## config.mk

```make
export PLATFORM = sky130hd
export DESIGN_NAME = thread_regfile
export DESIGN_NICKNAME = d
export VERILOG_FILES = /design/src/rtl/thread_regfile.sv
export SDC_FILE = /design/constraint.sdc
export NUM_CORES = 1
export LEC_CHECK = 0
export CORE_MARGIN = 8
export CORE_UTILIZATION = 52
export DETAILED_ROUTE_END_ITERATION = 8
export PLACE_DENSITY = 0.86
export SYNTH_ARGS = -nofsm -noshare
export SYNTH_HDL_FRONTEND = slang
export SYNTH_SLANG_ARGS = --single-unit
```

## constraint.sdc

```tcl
create_clock -name clk -period 4.9 [get_ports clk]
set_input_delay 0.98 -clock clk [delete_from_list [all_inputs] [get_ports clk]]
set_output_delay 0.98 -clock clk [all_outputs]
set_load 0.02 [all_outputs]
```

## src/rtl/thread_regfile.sv

```systemverilog
// Per-thread register file: R0-R12 general purpose, R13-R15 read-only block/thread identifiers.
// Operands are read into rs/rt in REQUEST; write-back happens in UPDATE.
module thread_regfile #(
  parameter int THREADS_PER_BLOCK = 4,
  parameter int THREAD_ID         = 0,
  parameter int DATA_BITS         = 8
) (
  input  logic                 clk,
  input  logic                 reset,
  input  logic                 enable,
  input  logic [7:0]           block_id,
  input  logic [2:0]           core_state,
  input  logic [3:0]           decoded_rd_address,
  input  logic [3:0]           decoded_rs_address,
  input  logic [3:0]           decoded_rt_address,
  input  logic                 decoded_reg_write_enable,
  input  logic [1:0]           decoded_reg_input_mux,
  input  logic [DATA_BITS-1:0] decoded_immediate,
  input  logic [DATA_BITS-1:0] alu_out,
  input  logic [DATA_BITS-1:0] lsu_out,
  output logic [DATA_BITS-1:0] rs,
  output logic [DATA_BITS-1:0] rt
);

  typedef enum logic [2:0] {
    ST_REQUEST = 3'b011,
    ST_UPDATE  = 3'b110
  } core_state_e;

  typedef enum logic [1:0] {
    SRC_ALU  = 2'b00,
    SRC_LSU  = 2'b01,
    SRC_IMM  = 2'b10,
    SRC_NONE = 2'b11
  } wb_src_e;

  logic [DATA_BITS-1:0] regs [16];
  logic [DATA_BITS-1:0] wb_data;
  logic                 wb_valid;
  logic                 do_write;
  logic                 do_read;

  always_comb begin
    wb_data  = '0;
    wb_valid = 1'b1;
    case (wb_src_e'(decoded_reg_input_mux))
      SRC_ALU:  wb_data = alu_out;
      SRC_LSU:  wb_data = lsu_out;
      SRC_IMM:  wb_data = decoded_immediate;
      default:  wb_valid = 1'b0;
    endcase
  end

  // Writes to R13-R15 are dropped silently by the address bound.
  assign do_write = enable && (core_state == ST_UPDATE) && decoded_reg_write_enable
                    && wb_valid && (decoded_rd_address <= 4'd12);
  assign do_read  = enable && (core_state == ST_REQUEST);

  always_ff @(posedge clk or posedge reset) begin
    if (reset) begin
      for (int unsigned i = 0; i < 14; i++) begin
        regs[4'(i)] <= '0;
      end
      regs[14] <= DATA_BITS'(THREADS_PER_BLOCK);
      regs[15] <= DATA_BITS'(THREAD_ID);
      rs       <= '0;
      rt       <= '0;
    end else if (enable) begin
      regs[13] <= DATA_BITS'(block_id);
      if (do_write) begin
        regs[decoded_rd_address] <= wb_data;
      end
      if (do_read) begin
        rs <= regs[decoded_rs_address];
        rt <= regs[decoded_rt_address];
      end
    end
  end

endmodule

```

==> summary.md <==
| Metric | Value |
|---|---|
| IO Pins | `69` |
| Clock tree sinks | `144` |
| H-tree Lvls | `4` |
| Die Wd | `136.6 um` |
| Iteration count of the initial detailed-routing pass | `6` |
| Vias after detailed routing | `5,457` |
| CTS tree | `yes` |
| Grt total ovfl | `0` |
| GP Congestion | `0.8577` |
| Synthesized area | `7561 sq um` |
| RR Startpoint | `regs[37]` |
| Seq cells post-synth | `144` |
| Starting Density | `0.5262` |
| R2R Setup Slk | `3260 ps` |
| Register area share after synthesis | `0.4767` |
| Worst-Margin Slew | `1357 ps` |
| PD cells | `339.6 nW/um^2` |
| Number of port buffers | `68` |
| CP endpoint kind | `register` |
| 1st-iter DRT viols | `588` |
| # rows | `44` |
| Layout Area Growth over Synthesis | `15.24%` |
| Mean Syn Cell Area | `12.27 sq um` |
| Vias in the first global route | `5,946` |
| WHS Path Cells | `0` |
| Int Power | `0.002230 W` |
| Overall routing resource usage | `0.2259` |
| Switch share | `0.2464` |
| Startpoint Class | `primary input` |
| Fin crit share | `0.6812` |
| Slew Limit Fails | `0` |
| Min-Delay Endpoint | `regs[10]` |
| Commonest non-fill, non-tap cell in the layout | `dfrtp_1` |
| CP Data Arrival Time | `3560 ps` |
| Worst Skew | `15.93 ps` |
| Fin Setup TNS | `0 ps` |
| Slew HR | `0.09554` |
| Setup CP Type | `in -> reg` |
| Power share of the clock group | `0.431` |
| Worst-skew pair later-pin latency | `430 ps` |
| Clk buf depth | `2` |
| Max-Cap Viols | `0` |
| Die Y | `136.6 um` |
| Clk root buf | `clkbuf_16` |
| Commonest cells after routing, fill and taps aside | `dfrtp_1 (143), nor2_1 (69), clkdlybuf4s50_1 (66)` |
| Post-CTS resize count | `0` |
| # diodes | `0` |
| Status | `completed` |
| DP HPWL | `13.05 mm` |
| CTS buffer count | `17` |
| Largest net degree at the start of global routing | `91` |
| RSZ-0062 raised after global routing | `no` |
| Post-CTS Hold Fix Bufs | `0` |
| Critical path required time | `5130 ps` |
| Yosys warnings | `0` |
| Core area | `14,370 sq um` |
| Share of cells above drive strength 1 | `0.2374` |
| Hold Path Class | `reg -> reg` |
| Period minus WS final | `3338 ps` |
| Initial antenna violation count | `0` |
| Post-layout util | `0.6064` |
| Cell area after layout | `8713 sq um` |
| Via/cell ratio | `6.520` |
| Crit Reg-Reg Endpoint | `rt[5]` |
| Setup ws final | `1562 ps` |
| LEAKAGE | `3.758 nW` |
| Comb pwr share | `0.128` |
| P_sw | `0.0007291 W` |
| First-pass GRT wire length | `31.71 mm` |
| Syn_nets | `669` |
| Hold Crit Start | `regs[10]` |
| Post-Syn Instances | `616` |
| Worst-path clk slew | `60 ps` |
| Pwr Total | `0.002959 W` |
| Sequential power share | `0.441` |
| Routed len/inst | `23.81 um` |
| Nets | `695` |
| Max Fanout on Critical Path | `13` |
| Yosys cell types | `35` |
| Die area | `18,660 sq um` |
| Post-route DRC violation count | `0` |
| Crit. Startpoint | `decoded_reg_input_mux[0]` |
| Final wirelength | `19.93 mm` |
| Final setup vio count | `0` |
| VDD IR-drop max | `0.2657 mV` |
| Max Freq | `0.2996 GHz` |
| Hold Fails Final Rpt | `0` |
| Dpl ws | `1248 ps` |
| Post-CTS Setup Repair Bufs | `0` |
| Placed instance area | `8139 sq um` |
| Routed Antenna Nets | `0` |
| Cell count of the worst reg-to-reg path | `4` |
[worst max-delay path, cell delays in order]
cell and delay (ps):
clkdlybuf4s50_1 850, and2b_2 350, a21oi_1 1060, o21ai_0 310
[worst max path at each step]
stage | to | slack (ps)
CTS | regs[114] | 1570
global route | regs[114] | 1460
global placement | regs[108] | 1390
floorplan | regs[0] | 60
detailed placement | regs[114] | 1250
finish | regs[108] | 1560
[routing by layer]
| metal | global-route usage | part of all wire |
|---|---|---|
| met1 | 0.2580 | 0.36 |
| met5 | 0 | 0 |
| met4 | 0.1422 | 0.052 |
| met3 | 0.06021 | 0.081 |
| met2 | 0.3721 | 0.51 |
[area by class of cell]
class                   count  area [sq um]
flip-flops and latches    144          3605
inverters                   1         8.758
fillers                  1043          5655
well taps                 184         230.2
clock buffers              25         495.5
repair buffers             76         730.7
multi-input cells         402          3565
clock inverters             5         78.83
[Yosys cell counts, drive strengths merged]
library cell / n / share of area
mux2: 9 / 0.013
a211o: 1 / 0.0012
clkbuf: 34 / 0.017
o22ai: 3 / 0.0025
nor2: 69 / 0.034
a21o: 4 / 0.0050
and3: 1 / 0.00083
dfstp: 1 / 0.0035
mux2i: 38 / 0.050
a2bb2oi: 11 / 0.013
a21oi: 64 / 0.042
inv: 1 / 0.00050
dfrtp: 143 / 0.47
o21ai: 59 / 0.049
mux4: 64 / 0.19
or2: 2 / 0.0017
buf: 35 / 0.034
nand2: 52 / 0.029
and4b: 1 / 0.0013
nand2b: 6 / 0.0050
nor4: 8 / 0.021
nand4b: 1 / 0.0012
and2b: 1 / 0.0012
nand4: 1 / 0.00083
nor3b: 1 / 0.00099
or4: 6 / 0.0074
[kinds of logic (layout without fill, tap and decap cells)]
logic type	Yosys count	in the layout	share of synthesized area
simple gates	149	149	0.1039
flops	144	144	0.4768
compound gates	142	142	0.1132
mux	111	111	0.2543
buf+inv	70	107	0.05180
[power by group through the flow]
stage	sequential [W]	combinational (W)	clock, W
final	0.00130	0.000379	0.00128
after global routing	0.00131	0.000406	0.00133
after CTS	0.00130	0.000380	0.00128
after detailed placement	0.00132	0.000375	0
after global placement	0.00131	0.000361	0
after floorplan	0.00132	0.000236	0
[per-stage QoR]
step	instances	hold WS [ps]
after floorplan	616	432.2
after global placement	807	362.0
after detailed placement	807	368.6
after CTS	837	376.4
after global routing	837	386.5
final	837	375.4
[flip-flops by register name, indices dropped and copies added, names as in the netlist]
signal  cells
rt          8
regs      128
rs          8
No activity file was read; power rests on OpenSTA's default activity.
